==> src/rtl/assoc_tbl_pkg.sv <==
// Shared types and constants for the associative table writer.
package assoc_tbl_pkg;

  // Request operation encoding.
  typedef enum logic {
    OP_WRITE  = 1'b0,
    OP_DELETE = 1'b1
  } op_e;

  // Response status codes.
  localparam logic [1:0] STATUS_INSERTED = 2'b00;
  localparam logic [1:0] STATUS_UPDATED  = 2'b01;
  localparam logic [1:0] STATUS_DELETED  = 2'b10;
  localparam logic [1:0] STATUS_ERROR    = 2'b11;

  typedef enum logic [1:0] {
    RSP_INSERTED = STATUS_INSERTED,
    RSP_UPDATED  = STATUS_UPDATED,
    RSP_DELETED  = STATUS_DELETED,
    RSP_ERROR    = STATUS_ERROR
  } status_e;

  // Writer FSM states.
  typedef enum logic [1:0] {
    IDLE   = 2'b00,
    SCAN   = 2'b01,
    COMMIT = 2'b10,
    RESP   = 2'b11
  } state_e;

endpackage

==> src/rtl/assoc_tbl_store.sv <==
// Table storage: valid/key/data arrays, one write port, one scan read port
// and a fully combinational key lookup over the committed contents.
module assoc_tbl_store #(
  parameter int DEPTH  = 8,
  parameter int KEY_W  = 8,
  parameter int DATA_W = 8,
  parameter int IDX_W  = 3
) (
  input  logic              clk,
  input  logic              rst,
  input  logic              wr_en,
  input  logic [IDX_W-1:0]  wr_idx,
  input  logic              wr_valid,
  input  logic              wr_kd_en,
  input  logic [KEY_W-1:0]  wr_key,
  input  logic [DATA_W-1:0] wr_data,
  input  logic [IDX_W-1:0]  rd_idx,
  output logic              rd_valid,
  output logic [KEY_W-1:0]  rd_key,
  input  logic [KEY_W-1:0]  lkp_key,
  output logic              lkp_hit,
  output logic [DATA_W-1:0] lkp_data
);

  logic [DEPTH-1:0]  valid_r;
  logic [KEY_W-1:0]  key_r  [DEPTH];
  logic [DATA_W-1:0] data_r [DEPTH];
  logic [DEPTH-1:0]  match_s;

  // Valid bits: cleared by reset, otherwise written through the single write port.
  always_ff @(posedge clk) begin
    if (rst) begin
      valid_r <= '0;
    end else if (wr_en) begin
      valid_r[wr_idx] <= wr_valid;
    end else begin
      valid_r <= valid_r;
    end
  end

  // Key/data payload: no reset needed, contents only matter behind a valid bit.
  always_ff @(posedge clk) begin
    if (wr_en && wr_kd_en) begin
      key_r[wr_idx]  <= wr_key;
      data_r[wr_idx] <= wr_data;
    end
  end

  assign rd_valid = valid_r[rd_idx];
  assign rd_key   = key_r[rd_idx];

  // Lookup: keys are unique, so OR-ing the masked data of all matches is exact.
  always_comb begin
    match_s  = '0;
    lkp_data = '0;
    for (int i = 0; i < DEPTH; i++) begin
      match_s[i] = valid_r[i] && (key_r[i] == lkp_key);
      lkp_data   = lkp_data | ({DATA_W{match_s[i]}} & data_r[i]);
    end
    lkp_hit = |match_s;
  end

endmodule

==> src/rtl/assoc_tbl_writer.sv <==
// Associative table writer: one request at a time is scanned against every
// entry, committed in a single cycle, then reported through a held response.
module assoc_tbl_writer
  import assoc_tbl_pkg::*;
#(
  parameter int DEPTH  = 8,
  parameter int KEY_W  = 8,
  parameter int DATA_W = 8
) (
  input  logic                       clk,
  input  logic                       rst,
  input  logic                       req_valid,
  output logic                       req_ready,
  input  logic                       req_op,
  input  logic [KEY_W-1:0]           req_key,
  input  logic [DATA_W-1:0]          req_data,
  output logic                       rsp_valid,
  input  logic                       rsp_ready,
  output logic [1:0]                 rsp_status,
  output logic [$clog2(DEPTH+1)-1:0] count,
  output logic                       full,
  input  logic [KEY_W-1:0]           lkp_key,
  output logic                       lkp_hit,
  output logic [DATA_W-1:0]          lkp_data
);

  localparam int IDX_W = $clog2(DEPTH);
  localparam int CNT_W = $clog2(DEPTH + 1);
  localparam logic [IDX_W-1:0] LAST_IDX  = IDX_W'(DEPTH - 1);
  localparam logic [CNT_W-1:0] DEPTH_CNT = CNT_W'(DEPTH);

  state_e            state_r;
  op_e               op_r;
  logic [KEY_W-1:0]  key_r;
  logic [DATA_W-1:0] data_r;
  logic [IDX_W-1:0]  idx_r;
  logic              found_r;
  logic              free_seen_r;
  logic [IDX_W-1:0]  hit_idx_r;
  logic [IDX_W-1:0]  free_idx_r;
  logic [CNT_W-1:0]  count_r;
  logic              rsp_valid_r;
  status_e           rsp_status_r;

  logic              wr_en_s;
  logic [IDX_W-1:0]  wr_idx_s;
  logic              wr_valid_s;
  logic              wr_kd_en_s;
  logic              rd_valid_s;
  logic [KEY_W-1:0]  rd_key_s;
  status_e           commit_status_s;
  logic [CNT_W-1:0]  count_next_s;

  assoc_tbl_store #(
    .DEPTH  (DEPTH),
    .KEY_W  (KEY_W),
    .DATA_W (DATA_W),
    .IDX_W  (IDX_W)
  ) u_store (
    .clk      (clk),
    .rst      (rst),
    .wr_en    (wr_en_s),
    .wr_idx   (wr_idx_s),
    .wr_valid (wr_valid_s),
    .wr_kd_en (wr_kd_en_s),
    .wr_key   (key_r),
    .wr_data  (data_r),
    .rd_idx   (idx_r),
    .rd_valid (rd_valid_s),
    .rd_key   (rd_key_s),
    .lkp_key  (lkp_key),
    .lkp_hit  (lkp_hit),
    .lkp_data (lkp_data)
  );

  // Commit decision: table write, resulting status and next count, all from scan results.
  always_comb begin
    wr_en_s         = 1'b0;
    wr_idx_s        = hit_idx_r;
    wr_valid_s      = 1'b0;
    wr_kd_en_s      = 1'b0;
    commit_status_s = RSP_ERROR;
    count_next_s    = count_r;
    case (state_r)
      COMMIT: begin
        if (op_r == OP_WRITE) begin
          if (found_r) begin
            wr_en_s         = 1'b1;
            wr_idx_s        = hit_idx_r;
            wr_valid_s      = 1'b1;
            wr_kd_en_s      = 1'b1;
            commit_status_s = RSP_UPDATED;
          end else if (free_seen_r && (count_r != DEPTH_CNT)) begin
            wr_en_s         = 1'b1;
            wr_idx_s        = free_idx_r;
            wr_valid_s      = 1'b1;
            wr_kd_en_s      = 1'b1;
            commit_status_s = RSP_INSERTED;
            count_next_s    = count_r + CNT_W'(1);
          end else begin
            commit_status_s = RSP_ERROR;
          end
        end else begin
          if (found_r && (count_r != '0)) begin
            wr_en_s         = 1'b1;
            wr_idx_s        = hit_idx_r;
            wr_valid_s      = 1'b0;
            commit_status_s = RSP_DELETED;
            count_next_s    = count_r - CNT_W'(1);
          end else begin
            commit_status_s = RSP_ERROR;
          end
        end
      end
      default: begin
        wr_en_s = 1'b0;
      end
    endcase
  end

  // Request FSM: capture, linear scan over all entries, single-cycle commit, held response.
  always_ff @(posedge clk) begin
    if (rst) begin
      state_r      <= IDLE;
      count_r      <= '0;
      rsp_valid_r  <= 1'b0;
      rsp_status_r <= RSP_INSERTED;
      idx_r        <= '0;
      found_r      <= 1'b0;
      free_seen_r  <= 1'b0;
    end else begin
      case (state_r)
        IDLE: begin
          if (req_valid && req_ready) begin
            op_r        <= op_e'(req_op);
            key_r       <= req_key;
            data_r      <= req_data;
            idx_r       <= '0;
            found_r     <= 1'b0;
            free_seen_r <= 1'b0;
            state_r     <= SCAN;
          end
        end
        SCAN: begin
          if (rd_valid_s && (rd_key_s == key_r)) begin
            found_r   <= 1'b1;
            hit_idx_r <= idx_r;
          end
          if (!rd_valid_s && !free_seen_r) begin
            free_seen_r <= 1'b1;
            free_idx_r  <= idx_r;
          end
          if (idx_r == LAST_IDX) begin
            state_r <= COMMIT;
          end else begin
            idx_r <= idx_r + IDX_W'(1);
          end
        end
        COMMIT: begin
          count_r      <= count_next_s;
          rsp_status_r <= commit_status_s;
          rsp_valid_r  <= 1'b1;
          state_r      <= RESP;
        end
        RESP: begin
          if (rsp_ready) begin
            rsp_valid_r <= 1'b0;
            state_r     <= IDLE;
          end
        end
        default: begin
          state_r <= IDLE;
        end
      endcase
    end
  end

  assign req_ready  = (state_r == IDLE) && !rst;
  assign rsp_valid  = rsp_valid_r;
  assign rsp_status = rsp_status_r;
  assign count      = count_r;
  assign full       = (count_r == DEPTH_CNT);

endmodule

==> config.mk <==
export PLATFORM = sky130hd
export DESIGN_NAME = assoc_tbl_writer
export DESIGN_NICKNAME = d
export VERILOG_FILES = /design/src/rtl/assoc_tbl_pkg.sv /design/src/rtl/assoc_tbl_store.sv /design/src/rtl/assoc_tbl_writer.sv
export SDC_FILE = /design/constraint.sdc
export NUM_CORES = 1
export LEC_CHECK = 0
export BUFFER_PORTS_ARGS = -buffer_cell sky130_fd_sc_hd__buf_4
export CORE_MARGIN = 5
export CORE_UTILIZATION = 50
export DETAILED_ROUTE_END_ITERATION = 10
export PLACE_DENSITY = 0.73
export SLEW_MARGIN = 20
export SYNTH_ARGS = -nofsm -noshare
export SYNTH_HDL_FRONTEND = slang
export SYNTH_SLANG_ARGS = --single-unit
==> constraint.sdc <==
create_clock -name clk -period 3.7 [get_ports clk]
set_clock_uncertainty 0.2 [all_clocks]
set_input_delay 0.74 -clock clk [delete_from_list [all_inputs] [get_ports clk]]
set_output_delay 0.74 -clock clk [all_outputs]
set_load 0.05 [all_outputs]
==> flow_metrics.env <==
export IMPL_rr_worst_depth=8
export IMPL_start_kind="input pin"
export IMPL_synth_seq_cells=176
export IMPL_dieArea_um2=17940
export IMPL_cts_resized=0
export IMPL_start_util_pct=50.71
export IMPL_r2r_end="u_store.key_r[0][5]"
export IMPL_required_ps=2760
export IMPL_place_congestion=0.9321
export IMPL_worstHoldPathCells=1
export IMPL_arrival_ps=2250
export IMPL_yosysWarnings=0
export IMPL_cts_root_buf="clkbuf_16"
export IMPL_reg2reg_from="state_r[0]"
export IMPL_synth_top_family_by_area="XOR/XNOR gates"
export IMPL_vdd_drop_max_mv=0.4027
export IMPL_synth_compound_area_share_pct=6.680
export IMPL_syn_instance_count=514
export IMPL_hp_start="req_data[6]"
export IMPL_cts_hold_buf=0
export IMPL_synth_adder_area_share_pct=1.727
export IMPL_syn_to_final_growth_pct=16.37
export IMPL_routed_via_count=4593
export IMPL_synth_nets=553
export IMPL_n_antenna_cell=0
export IMPL_h_tree_depth=4
export IMPL_vias_per_cell=5.873
export IMPL_synthSimpleGateAreaFrac_pct=7.706
export IMPL_yosys_area_share_xor_xnor_pct=8.667
export IMPL_clk_path_buf_depth=2
export IMPL_tightest_slew_ps=672.9
export IMPL_max_freq_mhz=313.6
export IMPL_wl_um=17530
export IMPL_postLayoutCoreUtil_pct=59.01
export IMPL_outcome="finished, final reports clean"
export IMPL_num_rows=45
export IMPL_crit_top_cell="buf_4"
export IMPL_io_buffer_count=46
export IMPL_synth_area_um2=7680
export IMPL_dieWidth_um=133.9
export IMPL_setup_violations=0
export IMPL_grt_pass1_wl_um=27130
export IMPL_synth_seq_area_share_pct=65.56
export IMPL_postRouteAntennaNets=0
export IMPL_grt_max_degree=26
export IMPL_core_area_um2=15150
export IMPL_avgSynthCellArea_um2=14.94
export IMPL_p_leak_nw=3.032
export IMPL_muxShareOfSynthArea_pct=7.299
export IMPL_overflow=0
export IMPL_layout_min_cycle_time_ps=3189
export IMPL_drt_pass1_iter_count=5
export IMPL_rrSetupSlack_ps=670
export IMPL_cts_sinks=176
export IMPL_drc=0
export IMPL_cts_tree="yes"
export IMPL_rsz0062_at_grt="false"
export IMPL_p_per_area_nw_per_um2=544.4
export IMPL_critPathMaxFanout=9
export IMPL_tns_ps=0
export IMPL_relSlewSlack_pct=55.08
export IMPL_antenna_found_initial=0
export IMPL_cts_buffers=17
export IMPL_slowest_delay_ps=240
export IMPL_clock_latency_ps=430
export IMPL_pin_count=47
export IMPL_synth_cell_types=44
export IMPL_wire_per_inst_um=22.42
export IMPL_fin_crit_sh_pct=86.18
export IMPL_clk_pin_slew_ps=70
export IMPL_worst_setup_path_type="in2out"
export IMPL_nets=620
export IMPL_min_path_type="in2reg"
export IMPL_hold_violations=0
export IMPL_hpwl_um=11870
export IMPL_drt_iter0_markers=461
export IMPL_cp_slowest_cell="a22o_1"
export IMPL_grt_usage_pct=20.29
export IMPL_hold_end="data_r[6]"
export IMPL_cap_viol_max_count=0
export IMPL_first_global_vias=4699
export IMPL_post_cts_buffers=0
export IMPL_finalMaxSlewViolations=0
export IMPL_crit_chain="buf_4 -> xnor2_1 -> nand3_1 -> nor3_2 -> buf_4 -> a22o_1 -> a221oi_1 -> nand3_1 -> buf_4"
export IMPL_drive_above_1_share_pct=20.71
export IMPL_dieHeight_um=133.9
export IMPL_cp_end_kind="primary output"
-- layer usage --
metal | share of wire, % | GRT usage (%)
met5 | 0 | 0
met4 | 2.2 | 7.200
met3 | 7.0 | 4.314
met2 | 50 | 33.49
met1 | 41 | 26.78
-- metrics by stage --
stage | power [mW] | std cells | hold WS (ps) | cell area [µm²] | setup slack, ps
floorplan | 2.867 | 514 | 259.7 | 7680 | 526.8
global route | 5.044 | 782 | 257.7 | 8937 | 314.3
detailed placement | 3.064 | 750 | 279.5 | 8307 | 505.1
finish | 4.865 | 782 | 273.4 | 8937 | 511.5
CTS | 4.886 | 782 | 263.3 | 8937 | 496.4
global placement | 3.022 | 750 | 266.7 | 8307 | 474.2
-- critical path, delay by kind of cell --
| kind | cells | cell delay (ps) |
|---|---|---|
| AND/OR/NAND/NOR | 3 | 330 |
| XOR/XNOR | 1 | 140 |
| AO/OA/AOI/OAI | 2 | 480 |
| buffers and inverters | 3 | 550 |
-- layout make-up --
class,count,area (µm²)
fillers,1150,6208
flip-flops and latches,176,5035
multi-input cells,300,2466
repair buffers,66,495.5
clock buffers,17,425.4
well taps,188,235.2
clock inverters,15,205.2
inverters,20,75.07
-- synth_stat cells (all sizes together) --
master | n | area (µm²)
a211oi | 4 | 30.03
a21o | 2 | 15.01
a21oi | 17 | 85.08
a221oi | 8 | 70.07
a222oi | 1 | 10.01
a22o | 8 | 70.07
a22oi | 16 | 120.1
a31oi | 4 | 25.02
and2 | 1 | 6.260
and3 | 2 | 12.51
buf | 12 | 83.83
clkbuf | 6 | 22.52
dfxtp | 25 | 500.5
edfxtp | 151 | 4534
fa | 1 | 20.02
ha | 9 | 112.6
inv | 20 | 75.07
mux2 | 1 | 11.26
mux2i | 17 | 170.2
mux4 | 16 | 379.1
nand2 | 18 | 67.56
nand2b | 7 | 43.79
nand3 | 15 | 75.07
nand4 | 9 | 56.30
nor2 | 23 | 86.33
nor2b | 3 | 18.77
nor3 | 13 | 105.1
nor3b | 3 | 22.52
nor4 | 4 | 25.02
nor4b | 2 | 47.55
o2111ai | 1 | 8.760
o21ai | 13 | 65.06
o21bai | 1 | 7.510
o22ai | 1 | 6.260
or2 | 4 | 25.02
xnor2 | 66 | 578.1
xor2 | 10 | 87.58
-- worst max path at each step --
stage               start     endpoint  slack [ps]  depth (start not counted)
5_1_grt        lkp_key[5]  lkp_data[5]         310                          9
6_report       lkp_key[4]  lkp_data[6]         510                          9
2_1_floorplan  lkp_key[7]  lkp_data[7]         530                          7
4_1_cts        lkp_key[5]  lkp_data[5]         500                          9
3_5_place_dp   lkp_key[4]  lkp_data[6]         510                          9
3_3_place_gp   lkp_key[5]  lkp_data[5]         470                          9
-- flip-flops by register name (all words and copies together) (netlist names), named ones only --
| register | flops |
|---|---|
| u_store.valid_r | 8 |
| u_store.key_r | 64 |
| op_r | 1 |
| free_seen_r | 1 |
| count | 4 |
| rsp_status | 2 |
| u_store.data_r | 64 |
| free_idx_r | 3 |
| idx_r | 3 |
| hit_idx_r | 3 |
| key_r | 8 |
| found_r | 1 |
| data_r | 8 |
| state_r | 2 |
| rsp_valid | 1 |
-- logic make-up (layout without fill, tap and decap cells) --
group           after synthesis  in the layout
compound gates               76             76
xor+xnor                     76             76
mux                          34             34
fa+ha+maj                    10             10
flops                       176            176
buf+inv                      38            118
simple gates                104            104
-- report_power, final --
| part | total (mW) | switching, mW | internal, mW |
|---|---|---|---|
| Sequential | 2.39 | 0.126 | 2.27 |
| Clock | 1.85 | 0.859 | 0.988 |
| Combinational | 0.626 | 0.348 | 0.277 |
| Total | 4.87 | 1.33 | 3.53 |
-- layout by cell type (no fill, tap or decap), types with 2 or more instances in the layout --
master | synthesis | final
buf_4 | 1 | 66
a22oi_1 | 16 | 16
a221oi_1 | 8 | 8
nand4_1 | 9 | 9
and3_1 | 2 | 2
a22o_1 | 8 | 8
nor4b_4 | 2 | 2
inv_6 | 0 | 3
mux4_2 | 11 | 11
dfxtp_1 | 25 | 25
or2_1 | 2 | 2
inv_1 | 20 | 20
o21ai_0 | 12 | 12
nor3_1 | 5 | 5
edfxtp_1 | 151 | 151
a21o_1 | 2 | 2
clkbuf_16 | 0 | 17
nand2_1 | 18 | 18
or2_2 | 2 | 2
nor2_1 | 23 | 22
nand3_1 | 15 | 15
ha_1 | 9 | 9
mux2i_1 | 17 | 17
nor3_2 | 8 | 8
a21oi_1 | 17 | 17
xnor2_1 | 66 | 66
inv_8 | 0 | 6
clkinv_8 | 0 | 5
xor2_1 | 10 | 10
nor4_1 | 4 | 4
nor2b_1 | 3 | 3
a211oi_1 | 4 | 4
mux4_1 | 5 | 5
nor3b_1 | 3 | 3
nand2b_1 | 7 | 7
a31oi_1 | 4 | 4
Power figures use the tool's default switching activity.
